--- config.mk ---
export PLATFORM = sky130hd
export DESIGN_NAME = memwb_skid_reg
export DESIGN_NICKNAME = d
export VERILOG_FILES = /design/src/rtl/memwb_pkg.sv /design/src/rtl/load_extend.sv /design/src/rtl/memwb_skid_reg.sv
export SDC_FILE = /design/constraint.sdc
export NUM_CORES = 1
export LEC_CHECK = 0
export CORE_ASPECT_RATIO = 1.2
export CORE_MARGIN = 4
export CORE_UTILIZATION = 47
export CTS_BUF_LIST = sky130_fd_sc_hd__clkbuf_16
export DETAILED_ROUTE_END_ITERATION = 10
export PLACE_DENSITY = 0.75
export SYNTH_ARGS = -nofsm -noshare
export SYNTH_HDL_FRONTEND = slang
export SYNTH_SLANG_ARGS = --single-unit
--- constraint.sdc ---
create_clock -name clk -period 2.2 [get_ports clk]
set_input_delay 0.55 -clock clk [delete_from_list [all_inputs] [get_ports clk]]
set_output_delay 0.55 -clock clk [all_outputs]
set_load 0.01 [all_outputs]
--- src/rtl/memwb_pkg.sv ---
// Shared types for the MEM/WB stage: load-size encoding and the slot payload.
// Payload fields are sized for the widest legal configuration; the stage narrows them on use.
package memwb_pkg;

    localparam int unsigned MAX_DATA_W = 64;
    // Holds any register-file address width up to 8 bits.
    localparam int unsigned MAX_ADDR_W = 8;

    typedef enum logic [1:0] {
        LD_B = 2'd0,
        LD_H = 2'd1,
        LD_W = 2'd2,
        LD_D = 2'd3
    } ld_size_e;

    typedef struct packed {
        logic                  mem_to_reg;
        logic                  reg_write;
        logic [MAX_ADDR_W-1:0] wr_addr;
        logic [MAX_DATA_W-1:0] alu_result;
        logic [MAX_DATA_W-1:0] mem_data;
        ld_size_e              ld_size;
        logic                  ld_unsigned;
    } payload_t;

    // Register 0 is hard-wired, so writes to it never reach the register file.
    function automatic logic is_rf_write(input logic reg_write,
                                         input logic [MAX_ADDR_W-1:0] addr);
        return reg_write && (addr != '0);
    endfunction

endpackage

--- src/rtl/load_extend.sv ---
// Little-endian load lane extraction with sign/zero extension to DATA_W.
module load_extend
    import memwb_pkg::*;
#(
    parameter int unsigned DATA_W = 32
) (
    input  logic [DATA_W-1:0]             mem_data,
    input  logic [$clog2(DATA_W/8)-1:0]   offset,
    input  ld_size_e                      size,
    input  logic                          is_unsigned,
    output logic [DATA_W-1:0]             data
);

    localparam int unsigned OFF_W = $clog2(DATA_W/8);
    localparam logic [DATA_W-1:0] MASK_B = DATA_W'(8'hFF);
    localparam logic [DATA_W-1:0] MASK_H = DATA_W'(16'hFFFF);
    localparam logic [DATA_W-1:0] MASK_W = DATA_W'(32'hFFFF_FFFF);

    ld_size_e          eff_size;
    logic [OFF_W-1:0]  off_al;
    logic [DATA_W-1:0] lane;
    logic [DATA_W-1:0] keep_mask;
    logic              sign_bit;

    always_comb begin
        eff_size  = size;
        off_al    = '0;
        keep_mask = '1;
        sign_bit  = 1'b0;
        // A 32-bit datapath has no doubleword lane; D behaves as W.
        if ((DATA_W == 32) && (size == LD_D)) begin
            eff_size = LD_W;
        end

        case (eff_size)
            LD_B:    off_al = offset;
            LD_H:    off_al = offset & ~OFF_W'(1);
            LD_W:    off_al = offset & ~OFF_W'(3);
            default: off_al = '0;
        endcase

        lane = mem_data >> {off_al, 3'b000};

        case (eff_size)
            LD_B: begin
                keep_mask = MASK_B;
                sign_bit  = lane[7] & ~is_unsigned;
            end
            LD_H: begin
                keep_mask = MASK_H;
                sign_bit  = lane[15] & ~is_unsigned;
            end
            LD_W: begin
                keep_mask = MASK_W;
                sign_bit  = lane[31] & ~is_unsigned;
            end
            default: begin
                keep_mask = '1;
                sign_bit  = 1'b0;
            end
        endcase

        data = (lane & keep_mask) | ({DATA_W{sign_bit}} & ~keep_mask);
    end

endmodule

--- src/rtl/memwb_skid_reg.sv ---
// MEM/WB pipeline register with a two-slot skid buffer, flush, load extension
// and an EX-stage forwarding bypass.
module memwb_skid_reg
    import memwb_pkg::*;
#(
    parameter int unsigned DATA_W     = 32,
    parameter int unsigned REG_ADDR_W = 5
) (
    input  logic                  clk,
    input  logic                  rst_n,
    input  logic                  in_valid,
    output logic                  in_ready,
    input  logic                  in_mem_to_reg,
    input  logic                  in_reg_write,
    input  logic [REG_ADDR_W-1:0] in_wr_addr,
    input  logic [DATA_W-1:0]     in_alu_result,
    input  logic [DATA_W-1:0]     in_mem_data,
    input  logic [1:0]            in_ld_size,
    input  logic                  in_ld_unsigned,
    input  logic                  flush,
    output logic                  out_valid,
    input  logic                  out_ready,
    output logic                  wb_we,
    output logic [REG_ADDR_W-1:0] wb_addr,
    output logic [DATA_W-1:0]     wb_data,
    output logic                  fwd_valid,
    output logic [REG_ADDR_W-1:0] fwd_addr,
    output logic [DATA_W-1:0]     fwd_data
);

    localparam int unsigned OFF_W = $clog2(DATA_W/8);

    payload_t in_pl;
    payload_t out_q, out_d;
    payload_t skid_q, skid_d;
    logic     out_valid_q, out_valid_d;
    logic     skid_valid_q, skid_valid_d;
    logic     accept;
    logic     drain;

    always_comb begin
        in_pl             = '0;
        in_pl.mem_to_reg  = in_mem_to_reg;
        in_pl.reg_write   = in_reg_write;
        in_pl.wr_addr     = MAX_ADDR_W'(in_wr_addr);
        in_pl.alu_result  = MAX_DATA_W'(in_alu_result);
        in_pl.mem_data    = MAX_DATA_W'(in_mem_data);
        in_pl.ld_size     = ld_size_e'(in_ld_size);
        in_pl.ld_unsigned = in_ld_unsigned;
    end

    assign in_ready = !skid_valid_q;
    assign accept   = in_valid && in_ready;
    assign drain    = out_valid_q && out_ready;

    always_comb begin
        out_d        = out_q;
        skid_d       = skid_q;
        out_valid_d  = out_valid_q;
        skid_valid_d = skid_valid_q;
        if (flush) begin
            out_valid_d  = 1'b0;
            skid_valid_d = 1'b0;
        end else if (!out_valid_q || (drain && !skid_valid_q)) begin
            out_valid_d = accept;
            if (accept) begin
                out_d = in_pl;
            end
        end else if (drain) begin
            // SKID is full here, so in_ready was low and nothing was accepted.
            out_d        = skid_q;
            out_valid_d  = 1'b1;
            skid_valid_d = 1'b0;
        end else if (accept) begin
            skid_d       = in_pl;
            skid_valid_d = 1'b1;
        end
    end

    always_ff @(posedge clk or negedge rst_n) begin
        if (!rst_n) begin
            out_q        <= '0;
            skid_q       <= '0;
            out_valid_q  <= 1'b0;
            skid_valid_q <= 1'b0;
        end else begin
            out_q        <= out_d;
            skid_q       <= skid_d;
            out_valid_q  <= out_valid_d;
            skid_valid_q <= skid_valid_d;
        end
    end

    logic [DATA_W-1:0] out_alu;
    logic [DATA_W-1:0] out_mem;
    logic [DATA_W-1:0] ld_data;
    logic              rf_write;

    assign out_alu  = DATA_W'(out_q.alu_result);
    assign out_mem  = DATA_W'(out_q.mem_data);
    assign rf_write = is_rf_write(out_q.reg_write, out_q.wr_addr);

    load_extend #(
        .DATA_W (DATA_W)
    ) u_load_extend (
        .mem_data    (out_mem),
        .offset      (out_alu[OFF_W-1:0]),
        .size        (out_q.ld_size),
        .is_unsigned (out_q.ld_unsigned),
        .data        (ld_data)
    );

    assign out_valid = out_valid_q;
    assign wb_addr   = REG_ADDR_W'(out_q.wr_addr);
    assign wb_data   = out_q.mem_to_reg ? ld_data : out_alu;
    assign fwd_valid = out_valid_q && rf_write;
    assign wb_we     = fwd_valid && out_ready;
    assign fwd_addr  = wb_addr;
    assign fwd_data  = wb_data;

    // Upper payload bits are unused in narrower configurations.
    logic unused_payload_bits;
    assign unused_payload_bits = ^{out_q.wr_addr, out_q.alu_result, out_q.mem_data};

endmodule

=== Word level (Yosys, flattened, before mapping) ===
Cells that the tools add are included.

* Flip-flop bits (word level): 153
* Input bits: 79

* Eq/ne operators: 5
* Reduce and logical (&&, ||, !) cells: 17
* Shifts and indexed selects: 1
* Bitwise logic cells: 11
* Multiplexer cells: 15

{| class="wikitable"
|+ Operator list
! operator !! count
|-
| $mux W141 || 3
|-
| $and A32 B32 Y32 || 2
|-
| $pmux W32 S2 || 1
|-
| $mux W32 || 1
|-
| $not A32 Y32 || 1
|-
| $or A32 B32 Y32 || 1
|-
| $shr A32 B5 Y32 || 1
|-
| $reduce_bool A8 Y1 || 1
|-
| $mux W1 || 7
|-
| $logic_and A1 B1 Y1 || 6
|-
| $reduce_bool A3 Y1 || 2
|-
| $eq A2 B2 Y1 const B || 2
|-
| $ne A2 B2 Y1 const B || 2
|-
| $not A1 Y1 || 4
|-
| $pmux W2 S2 || 1
|-
| $reduce_and A4 Y1 || 1
|-
| $and A1 B1 Y1 || 3
|-
| $pmux W1 S3 || 1
|-
| $reduce_and A3 Y1 || 1
|-
| $eq A2 B1 Y1 const B || 1
|-
| $logic_not A1 Y1 || 2
|-
| $logic_not A2 Y1 || 1
|-
| $mux W2 || 1
|-
| $reduce_and A2 Y1 || 1
|-
| 2 further kinds || 2
|}

=== Logic depth before layout (Yosys ltp) ===
Gate-level depths: netlist of the first run.

* Word-level depth: 10
* Mapped depth: 7
* Depth with buffers taken out: 4

=== Modules after synthesis ===
From an unflattened synthesis of the first run, not the netlist that was laid out.

* Cells, all modules: 788
* Area, all modules: 8370.5 sq um

{| class="wikitable"
|+ Modules (own cells, without submodules)
! module !! times used !! area an instance (sq um) !! cells an instance
|-
| memwb_skid_reg || 1 || 7654.8 || 687
|-
| load_extend || 1 || 715.7 || 101
|}

=== Worst setup path after synthesis of the first run ===
No wires, ideal clock.

* Path type: reg-to-output
* From: register out_q[2] (netlist bit)
* To: output wb_data[0]
* Arrival: 1.845 ns
* Slack: -0.195 ns
* Stages on the path, launching flop included: 7
* Buffers on the path: 3
* Path through: dfrtp_1 > buf_4 > nor3b_1 > buf_6 > mux4_2 > mux2_2 > buf_4

* Word-level cells in the longest chain between the ends: 10
* Elaborated cells between the ends (all ways): 15

{| class="wikitable"
|+ RTL lines
! what !! line !! RTL
|-
| start, declared || memwb_skid_reg.sv:34 || <nowiki>payload_t out_q, out_d;</nowiki>
|-
| start signal, assigned || memwb_skid_reg.sv:87 || <nowiki>out_q <= out_d;</nowiki>
|-
| $eq A2 B2 Y1 || load_extend.sv:31 || <nowiki>if ((DATA_W == 32) && (size == LD_D)) begin</nowiki>
|-
| $mux W2 * || load_extend.sv:31 ||
|-
| $eq A2 B1 Y1 or $logic_not A2 Y1 (tied branches) || load_extend.sv:35, load_extend.sv:44 ||
|-
| $pmux W2 S2 || load_extend.sv:35 || <nowiki>case (eff_size)</nowiki>
|-
| $shr A32 B5 Y32 || load_extend.sv:42 || <nowiki>lane = mem_data >> {off_al, 3'b000};</nowiki>
|-
| $and A1 B1 Y1 (on tied branches) || load_extend.sv:55, load_extend.sv:47, load_extend.sv:51 ||
|-
| $pmux W1 S3 || load_extend.sv:44 || <nowiki>case (eff_size)</nowiki>
|-
| $and A32 B32 Y32 || load_extend.sv:63 || <nowiki>data = (lane & keep_mask) | ({DATA_W{sign_bit}} & ~keep_mask);</nowiki>
|-
| $or A32 B32 Y32 * || load_extend.sv:63 ||
|-
| $mux W32 * || memwb_skid_reg.sv:115 || <nowiki>assign wb_data = out_q.mem_to_reg ? ld_data : out_alu;</nowiki>
|-
| end, declared || memwb_skid_reg.sv:25 || <nowiki>output logic [DATA_W-1:0] wb_data,</nowiki>
|}

Mark *: on every way between the ends. The rest lies on a longest branch, timed or not.

=== Final worst setup path of the first run ===
* From: register out_q[1] (netlist bit)
* To: output fwd_data[30]

* Word-level cells in the longest chain between the ends: 10
* Elaborated cells between the ends (all ways): 17

{| class="wikitable"
|+ RTL lines
! what !! line !! RTL
|-
| $eq A2 B2 Y1 || load_extend.sv:31 ||
|-
| $mux W2 * || load_extend.sv:31 ||
|-
| $eq A2 B1 Y1 or $logic_not A2 Y1 (tied branches) || load_extend.sv:35, load_extend.sv:44 ||
|-
| $pmux W2 S2 || load_extend.sv:35 ||
|-
| $shr A32 B5 Y32 || load_extend.sv:42 ||
|-
| $and A1 B1 Y1 (on tied branches) || load_extend.sv:55, load_extend.sv:47, load_extend.sv:51 ||
|-
| $pmux W1 S3 || load_extend.sv:44 ||
|-
| $and A32 B32 Y32 || load_extend.sv:63 ||
|-
| $or A32 B32 Y32 * || load_extend.sv:63 ||
|-
| $mux W32 * || memwb_skid_reg.sv:115 ||
|-
| end, declared || memwb_skid_reg.sv:28 || <nowiki>output logic [DATA_W-1:0] fwd_data</nowiki>
|}

Marks and branches as above.

==> impl_summary.txt, run 1 <==
----------------------------------------------------
[Logic synthesis]
  Area share of the leading cell type in the synthesized netlist ... 0.496
  Most frequently used flop master after synthesis ... dfrtp_1
  Syn Area/Cell ... 11.1 um^2
  Synth Cell Area ... 7560 um^2
  Most frequent cell after synthesis ... dfrtp_1
  Synth cell types ... 34
  Cells after synthesis ... 683
  Share of the yosys chip area belonging to registers ... 0.496
  Library cell with the largest summed area after synthesis ... dfrtp_1
  List of most frequent post-synthesis cells ... dfrtp_1 (150), a21oi_1 (99), nor2_1 (84), mux2_2 (82), mux2i_1 (75)
  Ys Warns ... 0
  Post-synthesis async set-or-reset flop share ... 1.00
  Count of flip-flops with a built-in enable after synthesis ... 0
  #FFs+latches synth ... 150
  Biggest area contributors in the synthesized netlist ... dfrtp_1 (50%), mux2_2 (12%), mux2i_1 (9.9%)
  Number of nets produced by synthesis ... 762

[Critical path]
  Maximum fanout along the worst path ... 7
  Largest delay contributor family on the critical path ... simple AND/OR/NAND/NOR gates
  Category of the worst setup path capture point ... primary output
  Worst setup path category ... reg -> out
  Ordered cell list for the critical path ... nand2b_4 > or4_4 > nand4_1 > buf_6 > buf_8 > buf_4 > nand3_4 > buf_6
  Most frequent CP cell ... buf_6
  Stage delay of the slowest cell on the critical path ... 0.44 ns
  Critical Path Source Type ... register
  Worst path slowest cell ... dfrtp_2
  Endpoint arrival time on the critical path ... 2.22 ns
  CP Data Required Time ... 1.65 ns
  CP Buf/Inv Count ... 4

[Route]
  Average routed wire per standard cell ... 18.4 um
  First-pass iteration count of the detailed router ... 4
  Vias post-DR ... 5849
  Met1 WL ... 7690 um
  Antenna Violating Nets Remaining ... 0
  Detailed-route wire length ... 20200 um
  Highest signal layer in the routed design ... met4
  Routed vias/inst ... 5.35
  Met2 Wirelength ... 10600 um
  Total met3 wirelength after detailed routing ... 1110 um
  Detailed Route Iter0 Violations ... 266
  DRC violation count after routing ... 0

[Timing]
  Least-Margin Pin Slew ... 0.443 ns
  Final worst path period need ... 2.77 ns
  Final Skew ... 0.00991 ns
  Total of endpoints with negative setup slack in the final report ... 65
  Rel. slew slack ... 0.702
  Unrepaired setup endpoints after global routing ... true
  Ratio of final minimum period to clock period ... 1.26
  Final number of hold-violating endpoints ... 0
  Final slew viol count ... 0
  Fmax ... 361 MHz
  Setup slack after layout ... -0.568 ns

[Hold path]
  Min-Delay Path Class ... in -> async

[Finish]
  Util after Layout ... 0.666
  P&R area growth vs syn ... 38.3%
  # fillers ... 1185
  Share of layout cells above drive strength 1 ... 0.349
  Post-layout instance area ... 10500 um^2
  Post-layout net count ... 951

[Clock tree]
  Number of clock sinks ... 150
  CTS tree ... done
  Insertion delay of the later-clocked pin in the worst-skew pair ... 0.42 ns
  CTS max path bufs ... 2
  Clock buffer count from CTS ... 17
  CTS root buffer ... clkbuf_16
  Hold-fix buffers, CTS ... 0
  H-tree depth reported by CTS ... 4
  Clk pin slew, worst setup/hold paths ... 0.06 ns

[Power]
  Leak Pwr ... 4.98 nW
  Total design power ... 0.0103 W
  P per Cell Area ... 981 nW/um^2
  Largest vdd supply drop ... 0.572 mV

[Die]
  Die outline width ... 124 um
  Die area ... 18200 um^2
  Initial cell density of the core ... 0.482
  Die Y-Extent ... 147 um
  Number of standard-cell rows in the floorplan ... 50
  Placeable core area ... 15700 um^2
  I/O pin count ... 157

[Global routing]
  Global-route congestion overflow total ... 0
  Wire length of the first global-routing pass ... 32200 um
  Pin count of the biggest net entering global routing ... 47
  Number of global-route vias before repair ... 6282
  Global router's overall resource usage ... 0.228
  Number of antenna violations at the first check in global routing ... 1

[Run]
  Number of max-cap violations ... 0

[Placed design]
  Placed inst area ... 9750 um^2
  Half-perimeter wire length of the detailed placement result ... 15200 um
  Count of buffers from port buffering ... 156
  Weighted congestion reported at the end of routability-driven placement ... 0.897
  Pre-CTS setup slack ... -0.461 ns

[Outcome]
  Result of the run ... finished, violations left
  Violations in the final reports ... setup timing

----------------------------------------------------
[flip-flops by register name (all words and copies together), names as in the netlist]
register,flops
skid_q,74
skid_valid_q,1
fwd_addr,5
out_mem,32
out_valid,1
out_q,5
out_alu,32
[path summary, 6_finish.rpt]
check / from / to / slack [ns] / depth (start not counted)
worst max-delay path: out_q[1]$_DFFE_PN0P_ / fwd_data[30] / -0.57 / 8
worst min-delay path: rst_n / skid_q[26]$_DFFE_PN0P_ / 0.06 / 1
worst max register to register: skid_valid_q$_DFFE_PN0P_ / out_mem[28]$_DFFE_PN0P_ / 0.37 / 7
worst min register to register: skid_q[78]$_DFFE_PN0P_ / skid_q[78]$_DFFE_PN0P_ / 0.51 / 1
max in group asynchronous: rst_n / out_valid$_DFFE_PN0P_ / 1.51 / 2
min in group clk: skid_q[78]$_DFFE_PN0P_ / skid_q[78]$_DFFE_PN0P_ / 0.51 / 1
[what timing repair did]
action,in CTS,in global routing
pin swaps,7,4
endpoints found under the setup margin,66,66
buffers inserted,15,5
gates resized for setup,276,7
[cell type report]
type	count	area, um^2	area share
Inverter	4	15.0	0.00144
Tap cell	208	260	0.0249
Clock inverter	15	128	0.0122
Multi-Input combinational cell	440	3410	0.326
Antenna cell	1	2.50	0.000239
Timing Repair Buffer	259	2460	0.235
Clock buffer	17	425	0.0407
Sequential cell	150	3760	0.359
[cell usage in the layout, fill, tap and decap left out, types with 3 or more instances in the layout]
| cell type | netlist | final |
|---|---|---|
| buf_12 | 0 | 16 |
| o21ai_1 | 5 | 6 |
| mux2i_1 | 75 | 75 |
| clkinv_1 | 0 | 3 |
| nand3_4 | 0 | 7 |
| nand2_1 | 23 | 23 |
| mux2_4 | 0 | 6 |
| buf_2 | 13 | 27 |
| buf_6 | 7 | 37 |
| dlygate4sd2_1 | 0 | 13 |
| inv_6 | 0 | 4 |
| clkinv_4 | 0 | 3 |
| a21oi_1 | 99 | 97 |
| nor2b_1 | 16 | 15 |
| mux2_2 | 82 | 76 |
| nor2_1 | 84 | 84 |
| clkdlybuf4s50_1 | 0 | 89 |
| nand4_1 | 3 | 3 |
| dfrtp_1 | 150 | 147 |
| dfrtp_2 | 0 | 3 |
| mux4_2 | 6 | 6 |
| clkbuf_16 | 0 | 17 |
| buf_4 | 56 | 76 |
| a22o_1 | 8 | 8 |
| nand3_2 | 0 | 9 |
| o21ai_2 | 0 | 3 |
| o21ai_0 | 8 | 3 |
[per-layer routing]
layer,GRT usage,up-vias
met5,0,-
met4,0.106,0
met3,0.0447,40
met2,0.396,184
met1,0.269,2886
li1,-,2739
[logic make-up (layout without fill, tap and decap cells)]
family,count (synthesis),count (layout),synth area share
muxes,163,163,0.239
other,0,1,0
buffers and inverters,93,295,0.0841
DFF,150,150,0.496
and+or+nand+nor,152,152,0.0899
AOI/OAI and AO/OA,125,125,0.0904
[power by group]
group          leakage [nW]  internal, W  switching, W
combinational          2.96      0.00202       0.00167
clock                 0.267      0.00156       0.00115
sequential             1.75      0.00343      0.000434
[stage by stage]
step	instances	setup TNS, ns	hold WS, ns
after detailed placement	1043	-37.36	0.494
final	1094	-32.55	0.0587
after global routing	1094	-37.58	0.0762
after floorplan	683	-0.902	0.254
after CTS	1088	-31.41	0.0638
after global placement	1043	-32.11	0.488
Power figures use the tool's default switching activity.
==> run 2, diff against run 1 <==
- SLEW_MARGIN: default -> 20
==> results of run 2 <==
No change in the layout: final DEF, timing and power equal those of run 1.
